## config.mk

```make
export PLATFORM = sky130hd
export DESIGN_NAME = apb_sram_arbiter_flat
export DESIGN_NICKNAME = d
export VERILOG_FILES = /design/src/rtl/apb_sram_arbiter_if.sv /design/src/rtl/apb_sram_arbiter.sv /design/src/flat_wrapper.sv
export SDC_FILE = /design/constraint.sdc
export NUM_CORES = 1
export LEC_CHECK = 0
export CORE_UTILIZATION = 45
export DETAILED_ROUTE_END_ITERATION = 8
export GPL_ROUTABILITY_DRIVEN = 1
export GPL_TIMING_DRIVEN = 0
export PLACE_DENSITY_LB_ADDON = 0.08
export SLEW_MARGIN = 20
export SYNTH_ARGS = -nofsm -noshare
export SYNTH_HDL_FRONTEND = slang
export SYNTH_SLANG_ARGS = --single-unit
```

## constraint.sdc

```tcl
create_clock -name clk -period 13.9 [get_ports clk]
set_clock_uncertainty 0.1 [all_clocks]
set_input_delay 2.085 -clock clk [delete_from_list [all_inputs] [get_ports clk]]
set_output_delay 2.085 -clock clk [all_outputs]
set_load 0.005 [all_outputs]
```

## src/rtl/apb_sram_arbiter_if.sv

```systemverilog
//------------------------------------------------------------------
// Module   : apb_sram_arbiter_if
// Purpose  : Bundles the two requester command/response channels
//            and the APB master bus of apb_sram_arbiter.
//            master = arbiter side, slave = requesters + APB slave.
// Revision : 1.0 - initial release
//------------------------------------------------------------------
`default_nettype none

`ifndef ADDR_WIDTH
`define ADDR_WIDTH 32
`endif
`ifndef DATA_WIDTH
`define DATA_WIDTH 32
`endif
`ifndef APB_SRAM_SIZE
`define APB_SRAM_SIZE 32'h0000_1000
`endif

interface apb_sram_arbiter_if #(
  parameter int ADDR_WIDTH = `ADDR_WIDTH,
  parameter int DATA_WIDTH = `DATA_WIDTH
);
  // requester 0
  logic                  req0_valid;
  logic                  req0_ready;
  logic                  req0_write;
  logic [ADDR_WIDTH-1:0] req0_addr;
  logic [DATA_WIDTH-1:0] req0_wdata;
  logic                  rsp0_valid;
  logic [DATA_WIDTH-1:0] rsp0_rdata;
  logic                  rsp0_err;
  // requester 1
  logic                  req1_valid;
  logic                  req1_ready;
  logic                  req1_write;
  logic [ADDR_WIDTH-1:0] req1_addr;
  logic [DATA_WIDTH-1:0] req1_wdata;
  logic                  rsp1_valid;
  logic [DATA_WIDTH-1:0] rsp1_rdata;
  logic                  rsp1_err;
  // APB
  logic                  psel;
  logic                  penable;
  logic                  pwrite;
  logic [ADDR_WIDTH-1:0] paddr;
  logic [DATA_WIDTH-1:0] pwdata;
  logic [DATA_WIDTH-1:0] prdata;
  logic                  pready;
  logic                  pslverr;

  modport master (
    input  req0_valid, req0_write, req0_addr, req0_wdata,
    input  req1_valid, req1_write, req1_addr, req1_wdata,
    output req0_ready, rsp0_valid, rsp0_rdata, rsp0_err,
    output req1_ready, rsp1_valid, rsp1_rdata, rsp1_err,
    output psel, penable, pwrite, paddr, pwdata,
    input  prdata, pready, pslverr
  );

  modport slave (
    output req0_valid, req0_write, req0_addr, req0_wdata,
    output req1_valid, req1_write, req1_addr, req1_wdata,
    input  req0_ready, rsp0_valid, rsp0_rdata, rsp0_err,
    input  req1_ready, rsp1_valid, rsp1_rdata, rsp1_err,
    input  psel, penable, pwrite, paddr, pwdata,
    output prdata, pready, pslverr
  );
endinterface

`default_nettype wire

```

## src/rtl/apb_sram_arbiter.sv

```systemverilog
//------------------------------------------------------------------
// Module   : apb_sram_arbiter
// Purpose  : Round-robin arbiter between two requesters driving a
//            single APB master (IDLE/SETUP/ACCESS) with an ACCESS
//            timeout and one-cycle registered response pulses.
// Revision : 1.0 - initial release
//------------------------------------------------------------------
`default_nettype none

`ifndef ADDR_WIDTH
`define ADDR_WIDTH 32
`endif
`ifndef DATA_WIDTH
`define DATA_WIDTH 32
`endif

module apb_sram_arbiter #(
  parameter int ADDR_WIDTH = `ADDR_WIDTH,
  parameter int DATA_WIDTH = `DATA_WIDTH,
  parameter int TIMEOUT    = 8
) (
  input  logic               clk,
  input  logic               rst,
  apb_sram_arbiter_if.master bus
);

  typedef enum logic [1:0] {
    ST_IDLE   = 2'd0,
    ST_SETUP  = 2'd1,
    ST_ACCESS = 2'd2
  } state_t;

  // last ACCESS cycle index before the transfer is abandoned
  localparam logic [7:0] TMO_LAST = 8'(TIMEOUT - 1);

  state_t                state_q, state_d;
  logic                  ptr_q, ptr_d;      // requester that wins a tie
  logic                  gnt_q, gnt_d;      // requester owning the transfer
  logic [7:0]            cnt_q, cnt_d;      // ACCESS cycles already spent
  logic                  pwrite_q, pwrite_d;
  logic [ADDR_WIDTH-1:0] paddr_q, paddr_d;
  logic [DATA_WIDTH-1:0] pwdata_q, pwdata_d;
  logic                  rsp0_valid_q, rsp0_valid_d;
  logic                  rsp0_err_q, rsp0_err_d;
  logic [DATA_WIDTH-1:0] rsp0_rdata_q, rsp0_rdata_d;
  logic                  rsp1_valid_q, rsp1_valid_d;
  logic                  rsp1_err_q, rsp1_err_d;
  logic [DATA_WIDTH-1:0] rsp1_rdata_q, rsp1_rdata_d;

  logic                  any_valid;
  logic                  winner;
  logic                  psel;
  logic                  penable;
  logic                  apb_done;
  logic                  req0_ready;
  logic                  req1_ready;
  logic                  rsp_fire;
  logic                  rsp_err;
  logic [DATA_WIDTH-1:0] rsp_rdata;

  assign any_valid = bus.req0_valid | bus.req1_valid;
  // a lone request always wins; on a tie the pointer decides
  assign winner    = (bus.req0_valid & bus.req1_valid) ? ptr_q : bus.req1_valid;
  assign psel      = (state_q != ST_IDLE);
  assign penable   = (state_q == ST_ACCESS);
  // prdata/pslverr are only meaningful on a completing ACCESS cycle
  assign apb_done  = psel & penable & bus.pready;

  assign bus.psel       = psel;
  assign bus.penable    = penable;
  assign bus.pwrite     = pwrite_q;
  assign bus.paddr      = paddr_q;
  assign bus.pwdata     = pwdata_q;
  assign bus.req0_ready = req0_ready;
  assign bus.req1_ready = req1_ready;
  assign bus.rsp0_valid = rsp0_valid_q;
  assign bus.rsp0_err   = rsp0_err_q;
  assign bus.rsp0_rdata = rsp0_rdata_q;
  assign bus.rsp1_valid = rsp1_valid_q;
  assign bus.rsp1_err   = rsp1_err_q;
  assign bus.rsp1_rdata = rsp1_rdata_q;

  // next-state, grant, command latch and response steering
  always_comb begin
    state_d    = state_q;
    ptr_d      = ptr_q;
    gnt_d      = gnt_q;
    cnt_d      = cnt_q;
    pwrite_d   = pwrite_q;
    paddr_d    = paddr_q;
    pwdata_d   = pwdata_q;
    req0_ready = 1'b0;
    req1_ready = 1'b0;
    rsp_fire   = 1'b0;
    rsp_err    = 1'b0;
    rsp_rdata  = '0;

    case (state_q)
      ST_IDLE: begin
        // ready is withheld during reset even though the state is IDLE
        if (!rst && any_valid) begin
          req0_ready = ~winner;
          req1_ready = winner;
          gnt_d      = winner;
          ptr_d      = ~winner;
          pwrite_d   = winner ? bus.req1_write : bus.req0_write;
          paddr_d    = winner ? bus.req1_addr  : bus.req0_addr;
          pwdata_d   = winner ? bus.req1_wdata : bus.req0_wdata;
          state_d    = ST_SETUP;
        end
      end
      ST_SETUP: begin
        cnt_d   = '0;
        state_d = ST_ACCESS;
      end
      ST_ACCESS: begin
        if (apb_done) begin
          rsp_fire  = 1'b1;
          rsp_err   = bus.pslverr;
          rsp_rdata = (pwrite_q | bus.pslverr) ? '0 : bus.prdata;
          cnt_d     = '0;
          state_d   = ST_IDLE;
        end else if (cnt_q == TMO_LAST) begin
          rsp_fire  = 1'b1;
          rsp_err   = 1'b1;
          cnt_d     = '0;
          state_d   = ST_IDLE;
        end else begin
          cnt_d = cnt_q + 8'd1;
        end
      end
      default: state_d = ST_IDLE;
    endcase

    // only the owner of the transfer sees a pulse; the other stays 0
    rsp0_valid_d = rsp_fire & ~gnt_q;
    rsp0_err_d   = rsp_fire & ~gnt_q & rsp_err;
    rsp0_rdata_d = (rsp_fire & ~gnt_q) ? rsp_rdata : '0;
    rsp1_valid_d = rsp_fire & gnt_q;
    rsp1_err_d   = rsp_fire & gnt_q & rsp_err;
    rsp1_rdata_d = (rsp_fire & gnt_q) ? rsp_rdata : '0;
  end

  // state registers; reset aborts any transfer without a response
  always_ff @(posedge clk or posedge rst) begin
    if (rst) begin
      state_q      <= ST_IDLE;
      ptr_q        <= 1'b0;
      gnt_q        <= 1'b0;
      cnt_q        <= '0;
      pwrite_q     <= 1'b0;
      paddr_q      <= '0;
      pwdata_q     <= '0;
      rsp0_valid_q <= 1'b0;
      rsp0_err_q   <= 1'b0;
      rsp0_rdata_q <= '0;
      rsp1_valid_q <= 1'b0;
      rsp1_err_q   <= 1'b0;
      rsp1_rdata_q <= '0;
    end else begin
      state_q      <= state_d;
      ptr_q        <= ptr_d;
      gnt_q        <= gnt_d;
      cnt_q        <= cnt_d;
      pwrite_q     <= pwrite_d;
      paddr_q      <= paddr_d;
      pwdata_q     <= pwdata_d;
      rsp0_valid_q <= rsp0_valid_d;
      rsp0_err_q   <= rsp0_err_d;
      rsp0_rdata_q <= rsp0_rdata_d;
      rsp1_valid_q <= rsp1_valid_d;
      rsp1_err_q   <= rsp1_err_d;
      rsp1_rdata_q <= rsp1_rdata_d;
    end
  end

endmodule

`default_nettype wire
```

## src/flat_wrapper.sv

```systemverilog
// flat-port wrapper written by rule: the top's interface ports become plain ports
module apb_sram_arbiter_flat 
#(
  parameter int ADDR_WIDTH = `ADDR_WIDTH,
  parameter int DATA_WIDTH = `DATA_WIDTH,
  parameter int TIMEOUT    = 8
)
  (clk, rst, bus_req0_valid, bus_req0_write, bus_req0_addr, bus_req0_wdata, bus_req1_valid, bus_req1_write, bus_req1_addr, bus_req1_wdata, bus_req0_ready, bus_rsp0_valid, bus_rsp0_rdata, bus_rsp0_err, bus_req1_ready, bus_rsp1_valid, bus_rsp1_rdata, bus_rsp1_err, bus_psel, bus_penable, bus_pwrite, bus_paddr, bus_pwdata, bus_prdata, bus_pready, bus_pslverr);
  apb_sram_arbiter_if #(.ADDR_WIDTH(ADDR_WIDTH), .DATA_WIDTH(DATA_WIDTH)) bus_i ();
  input  logic clk;
  input  logic rst;
  input wire logic [$bits(bus_i.req0_valid)-1:0] bus_req0_valid;
  input wire logic [$bits(bus_i.req0_write)-1:0] bus_req0_write;
  input wire logic [$bits(bus_i.req0_addr)-1:0] bus_req0_addr;
  input wire logic [$bits(bus_i.req0_wdata)-1:0] bus_req0_wdata;
  input wire logic [$bits(bus_i.req1_valid)-1:0] bus_req1_valid;
  input wire logic [$bits(bus_i.req1_write)-1:0] bus_req1_write;
  input wire logic [$bits(bus_i.req1_addr)-1:0] bus_req1_addr;
  input wire logic [$bits(bus_i.req1_wdata)-1:0] bus_req1_wdata;
  output wire logic [$bits(bus_i.req0_ready)-1:0] bus_req0_ready;
  output wire logic [$bits(bus_i.rsp0_valid)-1:0] bus_rsp0_valid;
  output wire logic [$bits(bus_i.rsp0_rdata)-1:0] bus_rsp0_rdata;
  output wire logic [$bits(bus_i.rsp0_err)-1:0] bus_rsp0_err;
  output wire logic [$bits(bus_i.req1_ready)-1:0] bus_req1_ready;
  output wire logic [$bits(bus_i.rsp1_valid)-1:0] bus_rsp1_valid;
  output wire logic [$bits(bus_i.rsp1_rdata)-1:0] bus_rsp1_rdata;
  output wire logic [$bits(bus_i.rsp1_err)-1:0] bus_rsp1_err;
  output wire logic [$bits(bus_i.psel)-1:0] bus_psel;
  output wire logic [$bits(bus_i.penable)-1:0] bus_penable;
  output wire logic [$bits(bus_i.pwrite)-1:0] bus_pwrite;
  output wire logic [$bits(bus_i.paddr)-1:0] bus_paddr;
  output wire logic [$bits(bus_i.pwdata)-1:0] bus_pwdata;
  input wire logic [$bits(bus_i.prdata)-1:0] bus_prdata;
  input wire logic [$bits(bus_i.pready)-1:0] bus_pready;
  input wire logic [$bits(bus_i.pslverr)-1:0] bus_pslverr;
  assign bus_i.req0_valid = bus_req0_valid;
  assign bus_i.req0_write = bus_req0_write;
  assign bus_i.req0_addr = bus_req0_addr;
  assign bus_i.req0_wdata = bus_req0_wdata;
  assign bus_i.req1_valid = bus_req1_valid;
  assign bus_i.req1_write = bus_req1_write;
  assign bus_i.req1_addr = bus_req1_addr;
  assign bus_i.req1_wdata = bus_req1_wdata;
  assign bus_req0_ready = bus_i.req0_ready;
  assign bus_rsp0_valid = bus_i.rsp0_valid;
  assign bus_rsp0_rdata = bus_i.rsp0_rdata;
  assign bus_rsp0_err = bus_i.rsp0_err;
  assign bus_req1_ready = bus_i.req1_ready;
  assign bus_rsp1_valid = bus_i.rsp1_valid;
  assign bus_rsp1_rdata = bus_i.rsp1_rdata;
  assign bus_rsp1_err = bus_i.rsp1_err;
  assign bus_psel = bus_i.psel;
  assign bus_penable = bus_i.penable;
  assign bus_pwrite = bus_i.pwrite;
  assign bus_paddr = bus_i.paddr;
  assign bus_pwdata = bus_i.pwdata;
  assign bus_i.prdata = bus_prdata;
  assign bus_i.pready = bus_pready;
  assign bus_i.pslverr = bus_pslverr;
  apb_sram_arbiter #(.ADDR_WIDTH(ADDR_WIDTH), .DATA_WIDTH(DATA_WIDTH), .TIMEOUT(TIMEOUT)) u_core (.clk(clk), .rst(rst), .bus(bus_i));
endmodule
```

==> flow_summary.yaml <==
run_status:
  outcome: "complete, no violations"
job:
  maxCapViolations: 0
sta:
  relSlewSlack_pct: 60.4
  rsz0062_at_grt: "false"
  finalHoldViolCount: 0
  tns_ns: 0
  fmax_mhz: 156
  worst_pin_slew_ns: 0.588
  post-route-period-util_pct: 46.0
  period_needed_ns: 6.40
  finalMaxSlewViolations: 0
  setup_viol: 0
grt:
  grt_start_max_net_pins: 101
  grt_usage_pct: 29.8
  antenna_found_initial: 0
  grt_pass1_vias: 6399
  gr-total-overflow: 0
  grt_pass1_wl_microns: 33600
floorplan:
  die_y_microns: 123
  die_area_sq_um: 15100
  rows: 43
  die-width_microns: 123
  ios: 305
  start_util_pct: 46.7
  core_sq_um: 14100
power_and_ir_drop:
  leakagePower_nw: 4.15
  power_density_nw_per_um2: 163
  power_mw: 1.72
  ir_drop_mv: 0.108
worst_hold_path:
  holdCritPathClass: "reg2reg"
critical_path:
  path_max_fanout: 10
  critPathKind: "in2out"
  cp-start-kind: "primary input"
  crit_path_end_kind: "primary output"
  cp.arrival_ns: 4.21
  crit_required_ns: 11.72
cells_and_area:
  final_nets: 1110
  drive_gt1_share_pct: 8.84
  areaGrowthSynthToFinish_pct: 59.5
  final_cell_mix: "304 x clkdlybuf4s50_1, 145 x dfrtp_1, 71 x o21ai_0, 71 x a21oi_1, 68 x o211ai_1"
  final_common_cell: "clkdlybuf4s50_1"
cts:
  htreeDepth: 4
  cts_sinks: 145
  cts_tree: "yes"
  numCtsBuffers: 17
  postCtsHoldBufs: 0
  cts-root-buf: "clkbuf_16"
  clock_latency_ns: 0.42
  clk_pin_slew_ns: 0.06
  cts_buffer_depth: 2
  cts_resized: 0
  postCtsSetupRepairBufs: 0
detailed_routing:
  drcViolationCount: 0
  post_drt_wl_per_cell_microns: 19.6
  firstDrtPassIters: 5
  vias_per_cell: 5.63
  dr_total_vias: 6369
  wl_microns: 22200
  drt-initial-drc-count: 361
  ant_nets: 0
synthesis:
  ys_seq_elements: 145
  synthTopCellsByArea: "dfrtp_1 55%, o211ai_1 7.8%, and2_1 6.3%"
  yosysSeqAreaShare_pct: 55.1
  yosysTopAreaCell: "dfrtp_1"
  yosysWarnings: 0
  syn_nets: 786
  synthesis.instances: 613
  avgSynthCellArea_sq_um: 10.7
  syn_area_sq_um: 6580
  ys_types: 39
  synth_top_area_share_pct: 55.1
place:
  port_buffers: 304
  gp_congestion: 0.889
  dp_hpwl_microns: 16600
## worst paths after layout
| kind | slack, ns | endpoint | depth (start not counted) | startpoint |
|---|---|---|---|---|
| worst max-delay path | 7.50 | bus_req1_ready | 5 | bus_req1_valid |
| worst min-delay path | 0.44 | u_core.cnt_q[0]$_DFFE_PP0P_ | 1 | u_core.cnt_q[0]$_DFFE_PP0P_ |
| worst max register to register | 11.64 | u_core.bus.pwdata[9]$_DFFE_PP0P_ | 6 | u_core.state_q[0]$_DFFE_PP0P_ |
| worst min register to register | 0.44 | u_core.cnt_q[0]$_DFFE_PP0P_ | 1 | u_core.cnt_q[0]$_DFFE_PP0P_ |
| max in group asynchronous | 10.89 | u_core.state_q[1]$_DFFE_PP0P_ | 3 | rst |
| min in group asynchronous | 2.03 | u_core.bus.paddr[6]$_DFFE_PP0P_ | 2 | rst |
## worst max-delay path, stage by stage
cell and delay, ns:
clkdlybuf4s50_1 0.54, inv_2 0.07, clkbuf_1 0.26, nor4_1 0.57, clkdlybuf4s50_1 0.68
## cell type report
type	count	area [sq um]
clock buffer	21	460
antenna	1	2.50
timing repair buffer	305	3070
multi-input combinational	396	2640
sequential	145	3630
fill	1004	3590
clock inverter	11	154
tap	180	225
inverter	7	33.8
buffer	65	294
## cells in the mapped netlist (all sizes together)
cell type and count:
a21bo 2, a21boi 1, a21oi 71, a221oi 1, a22o 1, a22oi 3, a31oi 65, a32o 2
and2 66, and3 1, and3b 1, buf 15, clkbuf 50, dfrtp 145, ha 5, inv 7
mux2 1, mux2i 1, nand2 6, nand2b 4, nand3 3, nand3b 1, nand4 2, nor2 5
nor2b 3, nor4 3, nor4b 1, o211ai 68, o21ai 72, o21ba 1, o22ai 1, o31a 1
or3 3, or4 1
## layer usage
layer	part of all wire [%]	GRT usage [%]	wire length, microns	vias to the layer above
met4	3.6	13.4	792	0
met5	0	0	0	-
met2	50	51.7	11200	344
met1	38	34.7	8420	3069
li1	-	-	-	2904
met3	8.2	7.47	1810	52
## state kept, by name, summed over array words and instances (netlist names)
register	flops
u_core.bus.pwrite	1
u_core.bus.rsp0_valid	1
u_core.bus.rsp1_err	1
u_core.cnt_q	8
u_core.ptr_q	1
u_core.gnt_q	1
u_core.bus.rsp0_err	1
u_core.state_q	2
u_core.bus.paddr	32
u_core.bus.rsp1_rdata	32
u_core.bus.pwdata	32
u_core.bus.rsp0_rdata	32
u_core.bus.rsp1_valid	1
## per-stage QoR
step                util [%]  area (sq um)  hold WS, ns  setup WS (ns)  instances
floorplan                  -          6580        0.397           7.82        613
global placement        69.9          9850        0.418           6.04       1097
detailed placement      70.1          9890        0.432           7.52       1098
CTS                     74.5         10500        0.440           7.51       1130
global route            74.5         10500        0.469           7.43       1130
finish                  74.5         10500        0.437           7.50       1131
## logic make-up (layout without fill, tap and decap cells)
group	after synthesis	count (layout)	share of synthesized area, %
compound gates	289	289	29.4
flops	145	145	55.1
simple gates	100	100	9.33
buf+inv	72	409	4.86
fa+ha+maj	5	5	0.950
mux	2	2	0.323
other cells	0	1	0
## where the power goes
group	switching [mW]	internal, mW
clock network	0.180	0.293
registers	0.0728	0.525
logic	0.312	0.334
total	0.564	1.15
No activity file was read; power rests on OpenSTA's default activity.
==> RTL change 1 (same settings) <==
Make the reset (`rst`) synchronous in one clocked block.
--- a/src/rtl/apb_sram_arbiter.sv
+++ b/src/rtl/apb_sram_arbiter.sv
@@ -143,5 +143,5 @@
 
   // state registers; reset aborts any transfer without a response
-  always_ff @(posedge clk or posedge rst) begin
+  always_ff @(posedge clk) begin
     if (rst) begin
       state_q      <= ST_IDLE;
Formal check against the unedited RTL: differs if rst is asserted again (counterexample within 4 cycles, from zero or initial values and one cycle with rst high); with rst held inactive, the same outputs for 10 cycles.
==> RTL change 1 against the original RTL <==
  * Wire length decreased by 4.8%
  * Non-clock buffer count increased by 24
  * Design area down 4.0%
  * Worst setup slack got worse by 0.092 ns
  * Hold slack got worse by 0.031 ns
  * Area after synthesis decreased by 4.7%
  * Sequential cell count did not move
  * Highest routed layer unchanged
Power is not compared: it rests on default switching activity, and its combinational part moved more than twofold at a synthesized area within 25%.
==> RTL change 1: results <==
clocking:
  clk_pin_slew_worst_paths_ns: 0.06
  clk_latency_ns: 0.43
  cts_buffers: 17
  cts_resized: 0
routing:
  vias: 6782
  route.met3.wl_um: 1810
  wl_per_cell_um: 17.5
  met1_length_um: 8160
  dr_wl_met2_um: 10600
  drt_iter0_markers: 493
setup_path:
  slowest_delay_ns: 0.50
  worstReg2RegStart: "u_core.state_q[1]$_SDFFE_PP0P_"
  cp.arrival_ns: 4.31
  cp-startpoint: "rst"
  slowest_stage: "clkdlybuf4s50_1"
logic_synthesis:
  synth_top_area_share_pct: 46.3
  synth_cell_types: 44
  yosysWarnings: 0
  syn_nets: 868
  async_flop_share_pct: 0
  yosysSeqAreaShare_pct: 46.3
  ys_top_cells_by_area: "dfxtp_1, a311oi_1, nand3b_1"
  netlist_top_cells_count: "dfxtp_1, a21oi_1, nand3b_1, a311oi_1, o21ai_0"
placed_design:
  dpl_cell_area_sq_um: 9530
  hpwl_um: 15700
  place_congestion: 0.853
  io_buffers: 303
status:
  status: "completed"
hold_path:
  min_from: "u_core.ptr_q$_SDFFE_PP0P_"
timing:
  timing.slew.headroom_pct: 55.6
cells_and_area:
  nets: 1190
  insertedDiodeCount: 0
  drive_above_1_share_pct: 8.45
global_routing:
  grt_use_met1_pct: 33.6
  grt_pass1_wl_um: 32800
  use_met2_pct: 49.8
  grtUsageTotal_pct: 29.0
  grt_pass1_vias: 6478
  grtUsageMet3_pct: 8.17
  grt_max_degree: 17
RTL change 1: changes by cell type after synthesis, moves of 15 or more:
cell,before,now
a31oi_2,30,0
nand2_1,6,36
dfrtp_1,145,0
nor3_1,0,15
o211ai_1,68,0
a31oi_1,35,0
a311oi_1,0,65
nor3_2,0,20
dfxtp_1,0,145
nor4_1,2,32
nand3_1,3,32
and2_1,66,0
nand3b_1,1,67
RTL change 1: power by group:
part	total, uW	switching [uW]	internal, uW	leakage, uW
Clock	427	195	233	0.000258
Sequential	455	14.9	440	0.00118
Combinational	231	106	125	0.00179
RTL change 1: layout make-up:
type	instances	area [sq um]
fill	1044	3320
timing repair buffer	303	3030
multi-input combinational	453	2960
sequential	145	2900
clock buffer	17	425
buffer	91	390
tap	176	220
clock inverter	15	126
inverter	6	22.5
RTL change 1: logic make-up after synthesis:
kind of cell / after synthesis / share of synthesized area [%]
AOI/OAI and AO/OA: 216 / 21.8
xor gates and xnor gates: 3 / 0.419
adders and majority gates: 5 / 0.997
buffers and inverters: 97 / 6.58
DFF: 145 / 46.3
muxes: 1 / 0.160
and+or+nand+nor: 228 / 23.7
RTL change 1: final timing paths:
path,to,cells after the start
setup / recovery,bus_req0_ready,7
hold / removal,u_core.ptr_q$_SDFFE_PP0P_,2
setup reg to reg,u_core.bus.pwdata[19]$_SDFFE_PP0P_,7
hold reg to reg,u_core.ptr_q$_SDFFE_PP0P_,2
RTL change 1: metrics by stage:
stage	hold WS, ns	total power, uW	utilization, %	setup slack (ns)	instances
after floorplan	0.379	565	-	8.69	695
after global placement	0.399	692	71.1	7.41	1174
after detailed placement	0.401	694	71.1	7.42	1174
after CTS	0.409	1120	75.2	7.41	1206
after global routing	0.439	1160	75.2	7.28	1206
final	0.406	1110	75.2	7.41	1206
==> RTL change 2 (config.mk and constraints unchanged) <==
Made on the original files. Set the macro `ADDR_WIDTH` to 16 (it was 32).
--- a/src/rtl/apb_sram_arbiter_if.sv
+++ b/src/rtl/apb_sram_arbiter_if.sv
@@ -9,5 +9,5 @@
 
 `ifndef ADDR_WIDTH
-`define ADDR_WIDTH 32
+`define ADDR_WIDTH 16
 `endif
 `ifndef DATA_WIDTH
Ports: changed (resized bus_paddr, bus_req0_addr and bus_req1_addr); port bits go from 305 to 257. The function was not compared with the original's and may differ.
==> RTL change 2 against the original RTL <==
  * Design area decreased by 15%
  * Area after synthesis decreased by 15%
  * Total power down 16%
  * Maximum frequency up 0.30%
  * Non-clock buffer count is 62 lower
  * Worst setup slack better by 0.019 ns
  * Sequential cell count down 16
  * Wire length decreased by 22%
  * Cell count fell by 14%
  * Hold slack gained 0.0012 ns
  * Critical path type unchanged
  * Critical endpoint is now bus_req0_ready
==> RTL change 2: results <==
hold_path:
  min_from: "u_core.cnt_q[0]$_DFFE_PP0P_"
setup_path:
  r2r_cells: 6
  regToRegSetupSlack_ns: 11.76
  cp.arrival_ns: 4.19
  slowest_delay_ns: 0.56
  crit-reg2reg-capture: "u_core.bus.rsp1_rdata[6]$_DFF_PP0_"
pwr:
  p_switching_uw: 469
  p_leak_uw: 0.00365
  ir_drop_mv: 0.0860
global_routing:
  grt_max_degree: 78
  grtUsageTotal_pct: 28.1
  grt_pass1_vias: 5389
  grt_pass1_wl_um: 27500
routing:
  drt_iter0_markers: 379
  met1_length_um: 6730
  dr_wl_met2_um: 8900
  via_per_inst: 5.38
  wl_per_cell_um: 17.9
  route.met3.wl_um: 1330
  firstDrtPassIters: 5
placed_design:
  place_congestion: 0.857
  dp_slack_ns: 7.53
  dp_cells: 944
  hpwl_um: 13000
  io_buffers: 255
logic_synthesis:
  yosysSeqAreaShare_pct: 57.9
  async_flop_share_pct: 100
  ys_top_cells_by_area: "dfrtp_1, and2_1, o211ai_1"
  netlist_top_cells_count: "dfrtp_1, and2_1, o21ai_0, a21oi_1, o211ai_1"
  avgSynthCellArea_sq_um: 10.7
  syn_nets: 661
clocking:
  clock_path_buffers: 2
status:
  status: "completed"
cells_and_area:
  fillCellCount: 832
  instances_no_fill: 976
  insertedDiodeCount: 0
  drive_above_1_share_pct: 6.31
timing:
  tightest_slew_ns: 0.560
==> RTL change 2: cell types whose count changed after synthesis, moves of 6 or more <==
| cell | unedited run | this run |
|---|---|---|
| buf_2 | 10 | 4 |
| a31oi_1 | 35 | 50 |
| o21ai_0 | 71 | 55 |
| o211ai_1 | 68 | 52 |
| a31oi_2 | 30 | 0 |
| clkbuf_1 | 50 | 42 |
| dfrtp_1 | 145 | 129 |
| a21oi_1 | 71 | 53 |
==> RTL change 2: logic make-up after synthesis <==
| group | count (synthesis) | synth area share (%) |
|---|---|---|
| compound gates | 224 | 24.5 |
| flops | 129 | 57.9 |
| simple gates | 101 | 11.2 |
| buf+inv | 59 | 4.87 |
| fa+ha+maj | 5 | 1.12 |
| mux | 2 | 0.449 |
==> RTL change 2: layer usage <==
metal | up-vias | GRT usage (%)
met2 | 232 | 49.9
met5 | - | 0
li1 | 2452 | -
met1 | 2529 | 31.3
met3 | 38 | 8.19
met4 | 0 | 11.9
==> RTL change 2: metrics by stage <==
step	instance area [sq um]	power, uW	hold WS [ns]
floorplan	5570	722	0.397
finish	8970	1450	0.438
detailed placement	8370	998	0.428
global route	8970	1520	0.447
CTS	8970	1450	0.436
global placement	8340	983	0.415
==> RTL change 2: area by class of cell <==
| type | instances | area [sq um] | share of cell area, % |
|---|---|---|---|
| flip-flops and latches | 129 | 3230 | 36.0 |
| repair buffers | 256 | 2580 | 28.8 |
| multi-input cells | 332 | 2070 | 23.1 |
| clock buffers | 17 | 425 | 4.74 |
| plain buffers | 52 | 245 | 2.73 |
| well taps | 168 | 210 | 2.34 |
| clock inverters | 15 | 174 | 1.94 |
| inverters | 7 | 31.3 | 0.349 |
==> RTL change 2: worst max path at each step <==
| stage | cells after the start | from | end | slack, ns |
|---|---|---|---|---|
| after floorplan | 1 | rst | u_core.bus.paddr[0]$_DFFE_PP0P_ | 8.27 |
| after global placement | 2 | rst | u_core.bus.rsp1_rdata[11]$_DFF_PP0_ | 6.60 |
| after detailed placement | 8 | rst | bus_req0_ready | 7.53 |
| after CTS | 8 | rst | bus_req0_ready | 7.51 |
| after global routing | 8 | rst | bus_req0_ready | 7.38 |
| final | 8 | rst | bus_req0_ready | 7.52 |
==> RTL change 2: worst max-delay path: cells and delay by family <==
| family | cells | cell delay [ns] |
|---|---|---|
| compound gates | 1 | 0.25 |
| buf+inv | 5 | 1.53 |
| simple gates | 2 | 0.32 |
==> RTL change 2: power by group through the flow <==
stage | clock network (uW) | registers [uW] | logic, uW
finish | 450 | 509 | 488
global route | 473 | 519 | 529
CTS | 454 | 509 | 488
detailed placement | 0 | 513 | 486
global placement | 0 | 510 | 474
floorplan | 0 | 509 | 212
